<file path="src/rtl/edge_event_arbiter.sv">
`default_nettype none
// ============================================================================
// edge_event_arbiter: per-channel rise/fall edge capture, round-robin
// serialised onto a single valid/ready event port.     Revision: 1.0
// ============================================================================
module edge_event_arbiter #(
  parameter int N    = 4,
  parameter int IDXW = 2
) (
  input  logic            clk,
  input  logic            rst,
  input  logic [N-1:0]    sig,
  input  logic [N-1:0]    cfg_rise,
  input  logic [N-1:0]    cfg_fall,
  output logic            evt_valid,
  input  logic            evt_ready,
  output logic [IDXW-1:0] evt_ch,
  output logic            evt_fall,
  output logic [N-1:0]    overflow,
  input  logic            ovf_clr
);

  typedef enum logic [0:0] {
    S_IDLE = 1'b0,
    S_HOLD = 1'b1
  } state_e;

  state_e          state_q;
  logic [N-1:0]    sig_q;
  logic [N-1:0]    pend_q, pend_d;
  logic [N-1:0]    ptype_q, ptype_d;
  logic [N-1:0]    ovf_q, ovf_d;
  logic [IDXW-1:0] rr_q;
  logic            evt_valid_q;
  logic [IDXW-1:0] evt_ch_q;
  logic            evt_fall_q;

  logic [N-1:0]    rise_w, fall_w, det_w, gnt_oh_w, load_w, ovf_new_w;
  logic [IDXW-1:0] hi_idx_w, lo_idx_w, gidx_w;
  logic            found_hi_w, found_lo_w, any_pend_w, do_grant_w, sel_fall_w;

  assign rise_w = sig & ~sig_q & cfg_rise;
  assign fall_w = ~sig & sig_q & cfg_fall;
  assign det_w  = rise_w | fall_w;

  // Round-robin: lowest pending index above rr_q wins, else wrap to the lowest overall.
  always_comb begin
    found_hi_w = 1'b0;
    found_lo_w = 1'b0;
    hi_idx_w   = '0;
    lo_idx_w   = '0;
    for (int i = N - 1; i >= 0; i--) begin
      if (pend_q[i]) begin
        if (IDXW'(i) > rr_q) begin
          found_hi_w = 1'b1;
          hi_idx_w   = IDXW'(i);
        end else begin
          found_lo_w = 1'b1;
          lo_idx_w   = IDXW'(i);
        end
      end
    end
  end

  assign any_pend_w = found_hi_w | found_lo_w;
  assign gidx_w     = found_hi_w ? hi_idx_w : lo_idx_w;
  assign do_grant_w = any_pend_w & ((state_q == S_IDLE) | evt_ready);

  always_comb begin
    gnt_oh_w = '0;
    for (int i = 0; i < N; i++) begin
      gnt_oh_w[i] = do_grant_w & (gidx_w == IDXW'(i));
    end
  end

  assign sel_fall_w = |(ptype_q & gnt_oh_w);

  // A slot being granted this cycle is free to take a new edge without loss.
  assign load_w    = det_w & (~pend_q | gnt_oh_w);
  assign ovf_new_w = det_w & pend_q & ~gnt_oh_w;
  assign pend_d    = (pend_q & ~gnt_oh_w) | det_w;
  assign ptype_d   = (ptype_q & ~load_w) | (fall_w & load_w);
  assign ovf_d     = (ovf_clr ? '0 : ovf_q) | ovf_new_w;

  always_ff @(posedge clk) begin
    if (rst) begin
      state_q     <= S_IDLE;
      sig_q       <= sig;
      pend_q      <= '0;
      ptype_q     <= '0;
      ovf_q       <= '0;
      rr_q        <= IDXW'(N - 1);
      evt_valid_q <= 1'b0;
      evt_ch_q    <= '0;
      evt_fall_q  <= 1'b0;
    end else begin
      sig_q   <= sig;
      pend_q  <= pend_d;
      ptype_q <= ptype_d;
      ovf_q   <= ovf_d;
      case (state_q)
        S_IDLE: begin
          if (do_grant_w) begin
            evt_valid_q <= 1'b1;
            evt_ch_q    <= gidx_w;
            evt_fall_q  <= sel_fall_w;
            rr_q        <= gidx_w;
            state_q     <= S_HOLD;
          end
        end
        S_HOLD: begin
          if (evt_ready) begin
            if (do_grant_w) begin
              evt_ch_q   <= gidx_w;
              evt_fall_q <= sel_fall_w;
              rr_q       <= gidx_w;
            end else begin
              evt_valid_q <= 1'b0;
              state_q     <= S_IDLE;
            end
          end
        end
        default: begin
          evt_valid_q <= 1'b0;
          state_q     <= S_IDLE;
        end
      endcase
    end
  end

  assign evt_valid = evt_valid_q;
  assign evt_ch    = evt_ch_q;
  assign evt_fall  = evt_fall_q;
  assign overflow  = ovf_q;

endmodule
`default_nettype wire

</file>
<file path="config.mk">
export PLATFORM = sky130hd
export DESIGN_NAME = edge_event_arbiter
export DESIGN_NICKNAME = d
export VERILOG_FILES = /design/src/rtl/edge_event_arbiter.sv
export SDC_FILE = /design/constraint.sdc
export NUM_CORES = 1
export LEC_CHECK = 0
export CORE_UTILIZATION = 51
export CTS_BUF_LIST = sky130_fd_sc_hd__clkbuf_8
export CTS_CLUSTER_SIZE = 8
export DETAILED_ROUTE_END_ITERATION = 12
export GPL_TIMING_DRIVEN = 0
export PLACE_DENSITY = 0.81
export SETUP_SLACK_MARGIN = 0.05
export SYNTH_ARGS = -nofsm -noshare
export SYNTH_HDL_FRONTEND = slang
export SYNTH_SLANG_ARGS = --single-unit
</file>
<file path="constraint.sdc">
create_clock -name clk -period 1.8 [get_ports clk]
set_clock_uncertainty 0.1 [all_clocks]
set_input_delay 0.27 -clock clk [delete_from_list [all_inputs] [get_ports clk]]
set_output_delay 0.27 -clock clk [all_outputs]
set_load 0.03 [all_outputs]
</file>
==> flow_summary.yaml, run 1 <==
setup_path:
  arrival_ns: 1.76
  cp-end-kind: "flop"
  crit_chain: "and2b_4 -> o21ai_4 -> and3_4 -> mux2_4 -> o211a_1"
  cp-start-kind: "flop"
  criticalPathCategory: "flop to flop"
  required_ns: 1.87
  path_delay_family: "simple AND/OR/NAND/NOR gates"
  crit_path_max_incr_delay_ns: 0.38
  slowest_stage: "dfxtp_4"
  r2r_slack_ns: 0.10
  path_buf_inv: 0
  critical_path_peak_fanout: 8
global_route:
  grt_pass1_vias: 883
  track_usage_pct: 24.6
  grt_pass1_wl_mm: 3.68
  grt_max_degree: 14
  grt.overflow.total: 0
  antenna_found_initial: 0
cts:
  cts_buffer_depth: 2
  htree_levels: 1
  clk_latency_ns: 0.27
  clockRootBuffer: "clkbuf_8"
  clock_sinks: 23
  cts_buffers: 3
  postCtsHoldBufs: 0
  clk_pin_slew_worst_paths_ns: 0.08
  cts_tree: "done"
yosys:
  synth_area_per_cell_um2: 8.82
  yosys.cell_count.top_type: "dfxtp_1"
  synth_top_area_share_pct: 43.1
  synthFlopType: "dfxtp_1"
  synth_area_leaders: "dfxtp_1 (43%), a21oi_1 (5.6%), nor2_1 (4.6%)"
  yosysUniqueCellTypes: 40
  synth_area_leader_cell: "dfxtp_1"
  seq_area_frac_synth_pct: 43.1
  synth-edff-count: 0
  syn-instance-count: 121
  syn_nets: 137
  async_reset_ff_share_pct: 0
  yosys_warnings: 0
  synth_seq_cells: 23
  ys_top_cells_by_count: "dfxtp_1 (23), nor2_1 (13), a21oi_1 (12), o21ai_0 (6)"
  synthesis.area_um2: 1070
floorplan:
  die_y_um: 47.7
  core-area_um2: 1960
  die_area_um2: 2280
  initial_utilization_pct: 54.4
  die_x_um: 47.7
  std_cell_rows: 16
  io-pin-count: 24
sta:
  fin_ws_ns: 0.105
  grt_setup_unrepaired: "false"
  post-route-min-period_ns: 1.70
  hold_viol: 0
  setup_viol: 0
  maxSlewHeadroom_pct: 66.1
  fin_setup_tns_ns: 0
  clock.fmax_ghz: 0.590
  worstMarginPinSlew_ns: 0.509
  finalCritPeriodShare_pct: 94.2
  slew_viol_final: 0
layout:
  n_fill_cell: 172
  stdcell_count: 175
  drive_gt1_share_pct: 15.5
  syn2layout_area_growth_pct: 31.8
  n_antenna_cell: 0
  fin_nets: 165
  finalCoreUtilization_pct: 71.7
drt:
  drt_iter0_drc: 10
  detail-route-antenna-nets: 0
  wl_per_cell_um: 14.6
  firstDrtPassIters: 4
  drc: 0
  vias_per_cell: 5.84
  via_count: 1022
  routed_wl_mm: 2.55
place:
  globalplace.congestion: 0.805
  hpwl_mm: 1.91
  place_inst: 170
  portBuffers: 22
  post-place-ws_ns: -0.134
power:
  leakagePower_nw: 0.515
  total_power_mw: 1.27
  ir_drop_mv: 0.627
  p_per_area_nw_per_um2: 900
outcome:
  status: "finished clean"
flow_run:
  maxCapViolCount: 0
hold_path:
  hp-class: "flop to flop"
-- kinds of logic (layout without fill, tap and decap cells) --
logic type | after synthesis | count (layout) | synth area share [%]
AND/OR/NAND/NOR | 47 | 47 | 25.3
AO/OA/AOI/OAI | 44 | 44 | 28.0
flip-flops | 23 | 23 | 43.1
buffers and inverters | 6 | 33 | 2.11
multiplexers | 1 | 1 | 1.41
-- power breakdown --
group | total (mW) | switching (mW) | internal, mW
logic | 0.340 | 0.184 | 0.155
clock network | 0.323 | 0.168 | 0.155
registers | 0.603 | 0.0457 | 0.557
total | 1.27 | 0.399 | 0.867
-- routing by layer --
layer / GRT usage [%] / up-vias / routed length, µm
li1: - / 498 / -
met1: 23.6 / 490 / 1100
met2: 43.2 / 27 / 1280
met3: 9.06 / 7 / 94
met4: 17.2 / 0 / 70
met5: 0 / - / 0
-- cells in the final DEF (no fill, tap or decap), types with 2 or more instances in the layout --
cell type / synthesis / layout
dfxtp_2: 0 / 4
o21ai_0: 6 / 5
clkdlybuf4s50_1: 0 / 22
a311oi_1: 2 / 2
a21oi_1: 12 / 12
nand3b_1: 5 / 5
nor3_1: 3 / 3
dfxtp_1: 23 / 18
inv_1: 4 / 4
a21o_1: 2 / 2
nand2_2: 2 / 2
clkbuf_8: 0 / 3
nand2b_1: 4 / 4
nor2b_1: 5 / 5
o21ai_1: 5 / 6
nand2_1: 5 / 5
clkbuf_1: 2 / 2
nor2_1: 13 / 13
nand3_1: 2 / 2
o31ai_1: 3 / 3
-- worst paths after layout --
path	cells after the start	to	start
setup / recovery	5	evt_fall	pend_q[3]
hold / removal	2	overflow[3]	overflow[3]
setup reg to reg	5	evt_fall	pend_q[3]
hold reg to reg	2	overflow[3]	overflow[3]
-- stage by stage --
stage               hold WS (ns)  instance area (µm²)
floorplan                  0.198                 1070
global placement           0.343                 1320
CTS                        0.381                 1370
global route               0.406                 1410
detailed placement         0.365                 1320
finish                     0.377                 1410
-- final cells by class --
cell class                 count  area (µm²)  share of cell area (%)
multi-input combinational     92         607                    43.1
sequential                    23         469                    33.4
buffer                         2        7.51                   0.534
clock buffer                   3        41.3                    2.94
inverter                       4        15.0                    1.07
clock inverter                 1        5.00                   0.356
tap                           27        33.8                    2.40
timing repair buffer          23         228                    16.2
-- worst reg2reg max path, cell delays in order (launching register included) --
cell and delay, ns:
dfxtp_4 0.38, and2b_4 0.19, o21ai_4 0.17, and3_4 0.24, mux2_4 0.30, o211a_1 0.21
-- what timing repair did --
action                                  CTS  global route
buffers inserted                          0             1
pin swaps                                 0             1
hold endpoints to repair                  0             0
gates resized for setup                   1             9
endpoints found under the setup margin    2            11
Note: power is estimated with default switching activity, not from simulation.
==> run 2, diff against run 1 <==
--- a/config.mk
+++ b/config.mk
@@ -5,12 +5,15 @@
 export SDC_FILE = /design/constraint.sdc
 export NUM_CORES = 1
 export LEC_CHECK = 0
-export CORE_UTILIZATION = 51
+export CELL_PAD_IN_SITES_DETAIL_PLACEMENT = 2
+export CELL_PAD_IN_SITES_GLOBAL_PLACEMENT = 2
+export CORE_MARGIN = 5
+export CORE_UTILIZATION = 30
 export CTS_BUF_LIST = sky130_fd_sc_hd__clkbuf_8
 export CTS_CLUSTER_SIZE = 8
 export DETAILED_ROUTE_END_ITERATION = 12
 export GPL_TIMING_DRIVEN = 0
-export PLACE_DENSITY = 0.81
+export PLACE_DENSITY_LB_ADDON = 0.1
 export SETUP_SLACK_MARGIN = 0.05
 export SYNTH_ARGS = -nofsm -noshare
 export SYNTH_HDL_FRONTEND = slang
==> run 2 against run 1 <==
- setup slack got worse by 0.024 ns
- core utilization fell by 29 points
- clock power rose by 4%
- final area rose by 3.7%
- via count rose by 2.6%
- fmax fell by 1.4%
- clock-buffer cell count did not move
- cell count rose by 12%
- worst hold slack got worse by 0.0067 ns
- critical path depth did not move
- largest cell class unchanged
- highest routed layer unchanged
==> flow_summary.yaml, run 2 (synthesized netlist as in run 1, its figures left out) <==
sta:
  worstMarginPinSlew_ns: 0.577
  setup_viol: 0
  hold_viol: 0
  maxSlewHeadroom_pct: 61.5
  post-route-min-period_ns: 1.72
  whs_ns: 0.370
  clock.fmax_ghz: 0.582
  slew_viol_final: 0
  grt_setup_unrepaired: "true"
  finalCritPeriodShare_pct: 95.5
setup_path:
  arrival_ns: 1.79
  critPathCapture: "evt_fall"
  rr_startpoint: "pend_q[1]"
  r2r_cells: 5
  slowest_stage: "dfxtp_4"
  crit_chain: "nor2b_1 -> o21ai_4 -> and3_4 -> mux2_4 -> o211a_1"
  criticalPathCategory: "flop to flop"
  cp-start-kind: "flop"
  critical_path_peak_fanout: 8
  r2r_slack_ns: 0.08
  r2r_end: "evt_fall"
  crit_path_start: "pend_q[1]"
  crit_path_max_incr_delay_ns: 0.38
  cp-end-kind: "flop"
  required_ns: 1.87
global_route:
  track_usage_pct: 14.7
  grt_max_degree: 13
  grt_pass1_vias: 1148
  antenna_found_initial: 0
  grt.overflow.total: 0
  grt_pass1_wl_mm: 5.73
place:
  placed_area_um2: 1350
  portBuffers: 22
  hpwl_mm: 2.64
  globalplace.congestion: 0.809
  place_inst: 189
floorplan:
  std_cell_rows: 21
  die_x_um: 69.6
  core-area_um2: 3390
  io-pin-count: 24
  initial_utilization_pct: 31.5
  die_y_um: 69.6
  die_area_um2: 4850
cts:
  cts_buffer_depth: 2
  postCtsHoldBufs: 0
  clock_sinks: 23
  cts_tree: "done"
  clk_pin_slew_worst_paths_ns: 0.09
  clk_latency_ns: 0.27
  cts_buffers: 3
  htree_levels: 1
  clockRootBuffer: "clkbuf_8"
outcome:
  status: "finished clean"
layout:
  syn2layout_area_growth_pct: 36.7
  layout_common_cells: "clkdlybuf4s50_1 (21), dfxtp_1 (17), nor2_1 (13)"
  n_fill_cell: 380
  n_antenna_cell: 0
  fin_nets: 167
  drive_gt1_share_pct: 17.3
  ff_latch_area_um2: 478
  layout_commonest_cell: "clkdlybuf4s50_1"
  design_area_um2: 1460
  stdcell_count: 196
  multiInputGateArea_um2: 611
  finalCoreUtilization_pct: 43.0
hold_path:
  hold_path.startpoint: "evt_ch[1]"
  hp-class: "flop to flop"
drt:
  vias_per_cell: 5.35
  detail-route-antenna-nets: 0
  drc: 0
  drt_iter0_drc: 18
  routed_wl_mm: 3.39
  via_count: 1049
  firstDrtPassIters: 2
  wl_per_cell_um: 17.3
power:
  ir_drop_mv: 0.568
  leakagePower_nw: 0.545
  p_per_area_nw_per_um2: 899
flow_run:
  maxCapViolCount: 0
-- run 2: cell types whose count changed in the layout (fill, tap and decap cells not counted), sizes merged --
cell           delta
clkdlybuf4s50     -1
buf               +2
inv               +1
clkinv            -1
dlymetal6s2s      +1
-- run 2: worst max-delay path, delay by kind of cell, from the launching register on --
| kind | cells | cell delay [ns] |
|---|---|---|
| AOI/OAI and AO/OA | 2 | 0.41 |
| DFF | 1 | 0.38 |
| muxes | 1 | 0.30 |
| and+or+nand+nor | 2 | 0.42 |
-- run 2: worst min path at each step --
stage                     end  slack, ns  cells after the start
floorplan            sig_q[0]       0.20                      0
global placement    evt_ch[1]       0.34                      2
detailed placement  evt_ch[1]       0.35                      2
CTS                 evt_ch[1]       0.36                      2
global route         sig_q[0]       0.39                      1
finish              evt_ch[1]       0.37                      2
-- run 2: area by class of cell --
class | count | area share [%]
plain buffers | 2 | 0.515
clock buffers | 3 | 2.83
clock inverters | 1 | 0.257
inverters | 4 | 1.03
multi-input cells | 92 | 41.9
flip-flops and latches | 23 | 32.8
well taps | 46 | 3.95
repair buffers | 25 | 16.8
-- run 2: routing by layer --
| layer | vias to the layer above | GRT usage, % | wire, µm | share of wire [%] |
|---|---|---|---|---|
| met3 | 2 | 4.20 | 106 | 3.1 |
| met1 | 523 | 16.6 | 1430 | 42 |
| met4 | 0 | 2.55 | 18 | 0.53 |
| met5 | - | 0 | 0 | 0 |
| li1 | 506 | - | - | - |
| met2 | 18 | 27.5 | 1830 | 54 |
-- run 2: power breakdown --
group	switching [mW]	total (mW)	internal, mW
Combinational	0.202	0.370	0.167
Clock	0.182	0.335	0.153
Sequential	0.0500	0.607	0.557
Total	0.435	1.31	0.877
-- run 2: timing repair --
action / 4_1_cts / 5_1_grt
gates cloned: 0 / 0
endpoints found under the setup margin: 11 / 12
buffers inserted: 0 / 3
pin swaps: 0 / 3
resized for setup: 10 / 7
-- run 2: metrics by stage --
step	TNS [ns]	setup slack [ns]	total power [mW]
floorplan	0	0.166	0.814
global placement	-0.532	-0.127	0.936
detailed placement	-0.760	-0.172	0.953
CTS	0	0.0568	1.30
global route	0	0.00994	1.38
finish	0	0.0807	1.31
